`src/rtl/bcd_digit_counter_if.sv`:
```
// rtl/bcd_digit_counter_if.sv - control and display signal bundle for the BCD digit counter
interface bcd_digit_counter_if;
    logic       en;
    logic       up;
    logic       load;
    logic [3:0] din;
    logic       btn;
    logic       W;
    logic       X;
    logic       Y;
    logic       Z;
    logic       tick;
    logic       carry;
    logic       running;

    modport master (
        output en, up, load, din, btn,
        input  W, X, Y, Z, tick, carry, running
    );

    modport slave (
        input  en, up, load, din, btn,
        output W, X, Y, Z, tick, carry, running
    );
endinterface

```
`src/rtl/bcd_digit_counter.sv`:
```
// rtl/bcd_digit_counter.sv - single decimal digit counter with prescaler, load and debounced run/pause
module bcd_digit_counter #(
    parameter int DIV       = 12000000,
    parameter int DB_CYCLES = 120000
) (
    input  logic               clk,
    input  logic               rst_n,
    bcd_digit_counter_if.slave bus
);

    localparam int PW  = (DIV > 2) ? $clog2(DIV) : 1;
    localparam int DBW = (DB_CYCLES > 1) ? $clog2(DB_CYCLES) : 1;

    localparam logic [PW-1:0]  PRE_LAST = PW'(DIV - 1);
    localparam logic [DBW-1:0] DB_LAST  = DBW'(DB_CYCLES - 1);

    localparam logic [0:0] ST_PAUSE = 1'b0;
    localparam logic [0:0] ST_RUN   = 1'b1;

    logic           btn_s0;
    logic           btn_s1;
    logic           db_level;
    logic [DBW-1:0] db_cnt;
    logic           press;
    logic [0:0]     state;
    logic [PW-1:0]  pre;
    logic [3:0]     count;
    logic           tick_q;
    logic           carry_q;

    logic           advance;
    logic           expire;
    logic           wrap;
    logic [3:0]     step_val;
    logic [3:0]     load_val;

    // Two-flop synchronizer for the asynchronous button
    always_ff @(posedge clk) begin
        if (!rst_n) begin
            btn_s0 <= 1'b0;
            btn_s1 <= 1'b0;
        end else begin
            btn_s0 <= bus.btn;
            btn_s1 <= btn_s0;
        end
    end

    // Accept a new button level after DB_CYCLES consecutive differing samples; a rising accept is a press
    always_ff @(posedge clk) begin
        if (!rst_n) begin
            db_level <= 1'b0;
            db_cnt   <= '0;
            press    <= 1'b0;
        end else begin
            press <= 1'b0;
            if (btn_s1 == db_level) begin
                db_cnt <= '0;
            end else if (db_cnt == DB_LAST) begin
                db_level <= btn_s1;
                db_cnt   <= '0;
                press    <= btn_s1;
            end else begin
                db_cnt <= db_cnt + 1'b1;
            end
        end
    end

    // Run/pause state toggles once per accepted press
    always_ff @(posedge clk) begin
        if (!rst_n) begin
            state <= ST_RUN;
        end else if (press) begin
            state <= (state == ST_RUN) ? ST_PAUSE : ST_RUN;
        end
    end

    // Next-count arithmetic and load saturation
    always_comb begin
        advance  = bus.en && (state == ST_RUN);
        expire   = advance && (pre == PRE_LAST);
        wrap     = bus.up ? (count == 4'd9) : (count == 4'd0);
        step_val = 4'd0;
        if (bus.up) begin
            step_val = (count == 4'd9) ? 4'd0 : count + 4'd1;
        end else begin
            step_val = (count == 4'd0) ? 4'd9 : count - 4'd1;
        end
        load_val = (bus.din > 4'd9) ? 4'd9 : bus.din;
    end

    // Prescaler: cleared by load, frozen when paused or disabled, wraps after DIV-1
    always_ff @(posedge clk) begin
        if (!rst_n) begin
            pre <= '0;
        end else if (bus.load) begin
            pre <= '0;
        end else if (advance) begin
            pre <= expire ? '0 : pre + 1'b1;
        end
    end

    // Digit register with registered tick and carry pulses; load overrides a coincident step
    always_ff @(posedge clk) begin
        if (!rst_n) begin
            count   <= 4'd0;
            tick_q  <= 1'b0;
            carry_q <= 1'b0;
        end else if (bus.load) begin
            count   <= load_val;
            tick_q  <= 1'b0;
            carry_q <= 1'b0;
        end else begin
            tick_q  <= expire;
            carry_q <= expire && wrap;
            if (expire) begin
                count <= step_val;
            end
        end
    end

    assign bus.W       = count[0];
    assign bus.X       = count[1];
    assign bus.Y       = count[2];
    assign bus.Z       = count[3];
    assign bus.tick    = tick_q;
    assign bus.carry   = carry_q;
    assign bus.running = (state == ST_RUN);

endmodule

```
`src/flat_wrapper.sv`:
```
// flat-port wrapper written by rule: the top's interface ports become plain ports
module bcd_digit_counter_flat 
#(
    parameter int DIV       = 12000000,
    parameter int DB_CYCLES = 120000
)
  (clk, rst_n, bus_en, bus_up, bus_load, bus_din, bus_btn, bus_W, bus_X, bus_Y, bus_Z, bus_tick, bus_carry, bus_running);
  bcd_digit_counter_if bus_i ();
  input  logic clk;
  input  logic rst_n;
  input wire logic [$bits(bus_i.en)-1:0] bus_en;
  input wire logic [$bits(bus_i.up)-1:0] bus_up;
  input wire logic [$bits(bus_i.load)-1:0] bus_load;
  input wire logic [$bits(bus_i.din)-1:0] bus_din;
  input wire logic [$bits(bus_i.btn)-1:0] bus_btn;
  output wire logic [$bits(bus_i.W)-1:0] bus_W;
  output wire logic [$bits(bus_i.X)-1:0] bus_X;
  output wire logic [$bits(bus_i.Y)-1:0] bus_Y;
  output wire logic [$bits(bus_i.Z)-1:0] bus_Z;
  output wire logic [$bits(bus_i.tick)-1:0] bus_tick;
  output wire logic [$bits(bus_i.carry)-1:0] bus_carry;
  output wire logic [$bits(bus_i.running)-1:0] bus_running;
  assign bus_i.en = bus_en;
  assign bus_i.up = bus_up;
  assign bus_i.load = bus_load;
  assign bus_i.din = bus_din;
  assign bus_i.btn = bus_btn;
  assign bus_W = bus_i.W;
  assign bus_X = bus_i.X;
  assign bus_Y = bus_i.Y;
  assign bus_Z = bus_i.Z;
  assign bus_tick = bus_i.tick;
  assign bus_carry = bus_i.carry;
  assign bus_running = bus_i.running;
  bcd_digit_counter #(.DIV(DIV), .DB_CYCLES(DB_CYCLES)) u_core (.clk(clk), .rst_n(rst_n), .bus(bus_i));
endmodule
```
`config.mk`:
```
export PLATFORM = sky130hd
export DESIGN_NAME = bcd_digit_counter_flat
export DESIGN_NICKNAME = d
export VERILOG_FILES = /design/src/rtl/bcd_digit_counter_if.sv /design/src/rtl/bcd_digit_counter.sv /design/src/flat_wrapper.sv
export SDC_FILE = /design/constraint.sdc
export NUM_CORES = 1
export LEC_CHECK = 0
export BUFFER_PORTS_ARGS = -buffer_cell sky130_fd_sc_hd__buf_4
export CAP_MARGIN = 20
export CORE_MARGIN = 4
export CORE_UTILIZATION = 45
export DETAILED_ROUTE_END_ITERATION = 10
export PLACE_DENSITY_LB_ADDON = 0.3
export SETUP_SLACK_MARGIN = 0.15
export SYNTH_ARGS = -nofsm -noshare
export SYNTH_HDL_FRONTEND = slang
export SYNTH_SLANG_ARGS = --single-unit
```
`constraint.sdc`:
```
create_clock -name clk -period 1.9 [get_ports clk]
set_clock_uncertainty 0.1 [all_clocks]
set_input_delay 0.095 -clock clk [delete_from_list [all_inputs] [get_ports clk]]
set_output_delay 0.095 -clock clk [all_outputs]
set_load 0.005 [all_outputs]
```
==> metrics.txt, run 1 <==
Netlist cell types=49; Fin. Hold Viols=0; Peak supply drop=0.4174 mV; Startpoint Class=register; post-synthesis sequential area ratio=0.4175; DR vias=2083; DR iter-0 viols=94; number of antenna violations at the first check in global routing=0; status=complete, no violations; clk slew on worst S/H paths=0.10 ns; HP Start=bus_en; global-route wire length before repair=8859 µm; final worst path period need=1.726 ns; worst-skew pair later-pin latency=0.32 ns; layout cells sized above 1=0.2432; Slew @ Worst Pin=0.4450 ns; synth-to-layout area growth=24.64%; Data arrival, critical path=1.89 ns; Routed Antenna Nets=0; TritonCTS Buffers=5; CTS tree=built; H-tree lvl count=2; drt wl/cell=12.98 µm; Setup crit end kind=register; TritonCTS Sinks=52; Max Slew Vio Count=0; fmax=579.5 MHz; syn_area_per_cell=8.658 µm²; setup TNS=0 ns; vias per cell=5.221; Post-synth EDFFs=0; post-synthesis register bit count=52; period utilization=0.9082; clock buffer depth=2; Compound-Gate Fraction of Synth Area=0.05871; Endpoint, Worst Hold=u_core.pre[0]$_SDFFE_PP0P_; leakage power=1.137 nW; dpl cell area=2773 µm²; Die H=82.44 µm; Worst Hold Depth=4; GP Congestion=0.8500; Inst Count DP=374; I/O pin count=17; setup violators final=0; Syn. warnings=0; Post-synth ARST share=0; MaxCap Viol Count=0; largest net degree at the start of global routing=19; post-synthesis mux area share=0.008028; Ant. Diodes=0; DRC Markers=0; crit path max fanout=5; GRT Residual Overflow=0; fill cell instance count of the final layout=449; syn_nets=300; die width=82.44 µm; PD cells=608.9 nW/µm²; RSZ-0062 raised after global routing=yes; Synth Flop Type=dfxtp_1; filler-free cell count of the finished design=399; fin nets=340; Synth Cell Area=2494 µm²; Gate Count Post-Synth=288; FF-to-FF Start=u_core.pre[22]$_SDFFE_PP0P_; GR Util All Layers=0.1668; Rel. slew slack=0.7027; # rows=26; main combinational cell family by area after synthesis=simple AND/OR/NAND/NOR gates; die area=6796 µm²; vias in the first global route=1875; xor/xnor cell area share of the yosys netlist=0.1335; worst path required time=2.06 ns; r2r setup slk=0.17 ns; final WL=5180 µm; DRT Pass-1 Iters=7; class of the worst hold path=in -> reg; R2R Path End=u_core.count[1]$_SDFFE_PN0P_; design area=3108 µm²; Synth Area in Adders=0.01004; core area=5238 µm²; Starting Density=0.4761; Crit Path Class=reg -> reg; Tot Pwr=1.893 mW; area share of and/or/nand/nor cells after synthesis=0.3457; root buf cell=clkbuf_8; R2R depth=5; I/O Buffers=16; post-DP HPWL=3469 µm
## area by class of cell
cell class | instances | area, µm² | area share
clock inverter | 3 | 26.28 | 0.008454
sequential | 52 | 1067 | 0.3434
multi-input combinational | 220 | 1469 | 0.4726
inverter | 3 | 11.26 | 0.003623
timing repair buffer | 46 | 377.9 | 0.1216
clock buffer | 5 | 68.82 | 0.02214
tap | 70 | 87.58 | 0.02818
## cells in the final DEF (no fill, tap or decap), types with 2 or more instances in the layout
cell type,n
a21oi_1,4
a31oi_1,2
a41oi_1,2
and2_1,5
and3_1,5
and3_4,2
and3b_1,2
and4_1,2
and4_4,3
buf_4,37
clkbuf_8,5
clkinvlp_4,2
dfxtp_1,37
dfxtp_2,12
dfxtp_4,3
dlygate4sd3_1,8
inv_1,3
mux2i_1,2
nand2_1,28
nand2b_1,2
nand3_1,21
nand4_1,11
nand4_4,2
nand4b_1,2
nor2_1,46
nor2b_1,5
nor3_1,4
nor4_1,4
o21ai_0,3
or3_4,2
xnor2_1,10
xor2_1,28
## cells by family (layout without fill, tap and decap cells)
logic type / Yosys count / in the layout
xor gates and xnor gates: 38 / 38
and+or+nand+nor: 158 / 158
AOI/OAI and AO/OA: 20 / 20
buffers and inverters: 16 / 57
adders and majority gates: 2 / 2
muxes: 2 / 2
DFF: 52 / 52
## Yosys cell counts (3+ instances only)
cell / instances / area share
inv_1: 3 / 0.0045
xor2_1: 28 / 0.098
and3_1: 5 / 0.013
clkbuf_1: 8 / 0.012
nand2_1: 28 / 0.042
buf_2: 5 / 0.010
dfxtp_1: 52 / 0.42
nor4_1: 5 / 0.013
xnor2_1: 10 / 0.035
nor2_1: 46 / 0.069
o21ai_0: 3 / 0.0060
nor2b_1: 5 / 0.013
nand3_1: 22 / 0.044
and2_1: 5 / 0.013
a21oi_1: 4 / 0.0080
nand4_1: 11 / 0.028
and4_4: 3 / 0.014
nor3_1: 4 / 0.0080
## routing by layer
| metal | global-route usage | part of all wire | vias to the layer above |
|---|---|---|---|
| li1 | - | - | 1078 |
| met5 | 0 | 0 | - |
| met4 | 0.05482 | 0.015 | 0 |
| met1 | 0.2330 | 0.49 | 964 |
| met2 | 0.2556 | 0.46 | 35 |
| met3 | 0.03362 | 0.037 | 6 |
## repair_timing
| action | 4_1_cts | 5_1_grt |
|---|---|---|
| hold buffers | 7 | 1 |
| buffers inserted | 3 | 6 |
| pin swaps | 2 | 6 |
| resized for setup | 6 | 22 |
| setup endpoints to repair | 5 | 23 |
| endpoints found under the hold margin | 8 | 1 |
## registers in the layout, indices dropped and copies added, names as in the netlist
signal / cells
u_core.bus.tick: 1
u_core.press: 1
u_core.db_level: 1
u_core.btn_s1: 1
u_core.btn_s0: 1
u_core.bus.running: 1
u_core.count: 4
u_core.bus.carry: 1
u_core.pre: 24
u_core.db_cnt: 17
## critical path, stage by stage, from the launching register on
cell,delay [ns]
dfxtp_1,0.38
nor3b_4,0.22
and4_4,0.25
nand4_4,0.13
or4_4,0.49
nand3_1,0.09
## through the flow
step | setup WS, ns | utilization | hold WS, ns
5_1_grt | 0.1263 | 0.5934 | 0.06792
6_report | 0.1744 | 0.5934 | 0.03886
3_5_place_dp | 0.08868 | 0.5294 | 0.2146
4_1_cts | 0.1493 | 0.5676 | 0.0001142
3_3_place_gp | 0.1471 | 0.5294 | 0.2082
2_1_floorplan | 0.1603 | - | 0.1040
## worst max-delay path by stage
stage / endpoint / start / slack [ns] / depth (start not counted)
3_5_place_dp: u_core.bus.carry$_SDFF_PP0_ / u_core.pre[1]$_SDFFE_PP0P_ / 0.09 / 6
5_1_grt: u_core.count[1]$_SDFFE_PN0P_ / u_core.pre[22]$_SDFFE_PP0P_ / 0.13 / 5
2_1_floorplan: u_core.bus.carry$_SDFF_PP0_ / u_core.pre[1]$_SDFFE_PP0P_ / 0.16 / 6
3_3_place_gp: u_core.bus.carry$_SDFF_PP0_ / u_core.pre[0]$_SDFFE_PP0P_ / 0.15 / 6
4_1_cts: u_core.pre[22]$_SDFFE_PP0P_ / u_core.pre[8]$_SDFFE_PP0P_ / 0.15 / 5
6_report: u_core.count[1]$_SDFFE_PN0P_ / u_core.pre[22]$_SDFFE_PP0P_ / 0.17 / 5
## power by group
part	switching [mW]	leakage (nW)	internal, mW	total (mW)
logic	0.0532	0.666	0.0616	0.115
registers	0.0173	0.429	1.09	1.11
clock network	0.399	0.0423	0.269	0.667
No activity file was read; power rests on OpenSTA's default activity.
==> run 2: changes to the inputs <==
--- a/config.mk
+++ b/config.mk
@@ -10,8 +10,11 @@
 export CORE_MARGIN = 4
 export CORE_UTILIZATION = 45
 export DETAILED_ROUTE_END_ITERATION = 10
+export MAX_ROUTING_LAYER = met4
 export PLACE_DENSITY_LB_ADDON = 0.3
+export REMOVE_ABC_BUFFERS = 1
 export SETUP_SLACK_MARGIN = 0.15
+export SKIP_LAST_GASP = 1
 export SYNTH_ARGS = -nofsm -noshare
 export SYNTH_HDL_FRONTEND = slang
 export SYNTH_SLANG_ARGS = --single-unit
==> run 2 against run 1 <==
- maximum frequency down 1.2%
- final area up 0.36%
- sequential share of layout area down 0.28 points
- global-route usage up 0.18 points
- count of clock-buffer cells in the layout unchanged
- highest routed layer unchanged
- critical path depth up 1
- non-clock buffer count unchanged
- power down 1.9%
- sequential power about the same
- via count up 1.1%
- largest power group unchanged
- final cell count up 0.25%
- worst hold slack worse by 0.020 ns
==> metrics.txt, run 2 (synthesized netlist as in run 1, its figures left out) <==
routed wl met2=2487 µm (+4.4%); Sequential Power Share=0.599 (+0.012); layout cells sized above 1=0.2485 (+0.005324); Place WS=0.07336 ns (-0.01532 ns); CP max stage delay=0.37 ns (-0.12 ns); status=complete, no violations; Starting Density=0.4761 (unchanged); R2R Path End=u_core.bus.carry$_SDFF_PP0_; Slew @ Worst Pin=0.5296 ns (+0.08455 ns); vias in the first global route=1978 (+5.5%); HP Start=bus_din[0]; core area=5238 µm² (unchanged); most common cell after layout, fill and taps aside=nor2_1; I/O Buffers=16 (unchanged); Ant. Diodes=0 (unchanged); commonest cells after routing, fill and taps aside=nor2_1, dfxtp_1, buf_4, nand2_1, xor2_1; synth-to-layout area growth=25.09%; fill cell instance count of the final layout=453 (+0.89%); clk slew on worst S/H paths=0.09 ns (about the same); post-DP HPWL=3317 µm (-4.4%); r2r setup slk=0.15 ns (-0.02 ns); dpl cell area=2756 µm² (-0.59%); DRT Pass-1 Iters=4 (-3); Worst Hold Depth=3 (-1); R2R depth=6 (+1); setup violators final=0 (unchanged); leakage power=1.155 nW (+1.6%); crit path max fanout=3 (-2); Die H=82.44 µm (unchanged); # rows=26 (unchanged); class of the worst hold path=in -> reg; setup TNS=0 ns (unchanged); H-tree lvl count=2 (unchanged); final worst path period need=1.747 ns (+0.02107 ns); TritonCTS Sinks=52 (unchanged); die area=6796 µm² (unchanged); Logic pwr share=0.061 (about the same); Rel. slew slack=0.6442 (-0.05847); Data arrival, critical path=1.86 ns (-0.03 ns); routed wl met3=114 µm (-41%); global-route wire length before repair=8687 µm (-1.9%); TritonCTS Buffers=5 (unchanged); CTS tree=built; design area=3119 µm² (+0.36%); DR vias=2105 (+1.1%); max reg flops=24 (unchanged); Max Slew Vio Count=0 (unchanged); FF-to-FF Start=u_core.pre[1]$_SDFFE_PP0P_; root buf cell=clkbuf_8; Peak supply drop=0.3063 mV (-27%); DRC Markers=0 (unchanged); Setup crit end kind=register; GP Congestion=0.8752 (+3.0%); top sig layer=met4; most flop-heavy register=u_core.pre; sw frac=0.2392 (-0.008689); vias per cell=5.263 (+0.80%); Endpoint, Worst Hold=u_core.count[0]$_SDFFE_PN0P_; worst-skew pair later-pin latency=0.31 ns (about the same); PD cells=595.5 nW/µm² (-2.2%); P_sw=0.4443 mW (-5.3%); period utilization=0.9193 (+0.01109); cell internal pwr=1.413 mW (-0.72%); I/O pin count=17 (unchanged); largest net degree at the start of global routing=18 (-1); Fin. Hold Viols=0 (unchanged); final WL=5074 µm (-2.0%); met1 WL=2425 µm (-4.1%); Slowest-stage cell, CP=dfxtp_2; die width=82.44 µm (unchanged); GR Util All Layers=0.1686 (+0.001760); number of antenna violations at the first check in global routing=0 (unchanged); drt wl/cell=12.69 µm (-2.3%); clock buffer depth=2 (unchanged); fin nets=341 (+0.29%); RSZ-0062 raised after global routing=yes; Routed Antenna Nets=0 (unchanged); fmax=572.5 MHz (-1.2%); worst path required time=2.01 ns (-0.05 ns); Startpoint Class=register; worst setup margin=0.1533 ns (-0.02108 ns); DR iter-0 viols=97 (+3.2%); Largest regs=u_core.pre x24, u_core.db_cnt x17, u_core.count x4; Clk pwr share=0.340 (-0.013); Crit Path Class=reg -> reg; GRT Residual Overflow=0 (unchanged); worst-path cell chain=ha_4 > and4_4 > and3_4 > nand4_4 > or2_4 > a2111oi_4; MaxCap Viol Count=0 (unchanged)
==> run 2: layer usage <==
metal  global-route usage  vias up
met2               0.2780       18
met1               0.2048     1003
li1                     -     1079
met3              0.03254        5
met4              0.05980        0
met5                    -        -
==> run 2: worst max-delay path by stage <==
stage | to | start | slack, ns | cells past startpoint
final | u_core.bus.carry$_SDFF_PP0_ | u_core.pre[1]$_SDFFE_PP0P_ | 0.15 | 6
after global routing | u_core.bus.carry$_SDFF_PP0_ | u_core.pre[1]$_SDFFE_PP0P_ | 0.07 | 6
after CTS | u_core.bus.carry$_SDFF_PP0_ | u_core.pre[1]$_SDFFE_PP0P_ | 0.16 | 6
after detailed placement | u_core.bus.carry$_SDFF_PP0_ | u_core.pre[0]$_SDFFE_PP0P_ | 0.07 | 6
after global placement | u_core.bus.carry$_SDFF_PP0_ | u_core.pre[0]$_SDFFE_PP0P_ | 0.13 | 6
after floorplan | u_core.bus.carry$_SDFF_PP0_ | u_core.pre[0]$_SDFFE_PP0P_ | 0.13 | 6
==> run 2: timing repair <==
item                       4_1_cts  5_1_grt
hold endpoints to repair         9        0
pin swaps                        3        7
resized for setup               14       19
setup endpoints to repair        7       30
hold buffers                     8        0
buffers inserted                 3        6
cloned                           0        1
==> run 2: critical path: cells and delay by family (launching register included) <==
family                     cells  cell delay, ns
and+or+nand+nor                4            0.78
DFF                            1            0.37
AOI/OAI and AO/OA              1            0.27
adders and majority gates      1            0.13
==> run 2: power groups by stage <==
| stage | clock network (mW) | registers (mW) | logic (mW) |
|---|---|---|---|
| after global routing | 0.702 | 1.11 | 0.126 |
| after CTS | 0.650 | 1.11 | 0.111 |
| final | 0.632 | 1.11 | 0.114 |
| after global placement | 0 | 1.14 | 0.0942 |
| after detailed placement | 0 | 1.14 | 0.0950 |
| after floorplan | 0 | 1.14 | 0.0458 |
==> run 2: layout make-up <==
type	instances	area [µm²]	area share
timing repair buffer	46	381.6	0.1223
clock buffer	5	68.82	0.02206
multi-input combinational	221	1489	0.4773
tap	70	87.58	0.02808
sequential	52	1062	0.3406
inverter	3	11.26	0.003610
clock inverter	3	18.77	0.006017
==> run 2: per-stage QoR <==
| stage | std cells | power [mW] | hold slack, ns | util |
|---|---|---|---|---|
| finish | 400 | 1.858 | 0.01914 | 0.5956 |
| global route | 400 | 1.943 | 0.01260 | 0.5956 |
| floorplan | 275 | 1.182 | 0.05694 | - |
| detailed placement | 374 | 1.234 | 0.2037 | 0.5263 |
| global placement | 374 | 1.233 | 0.2036 | 0.5263 |
| CTS | 393 | 1.875 | 0.009104 | 0.5721 |
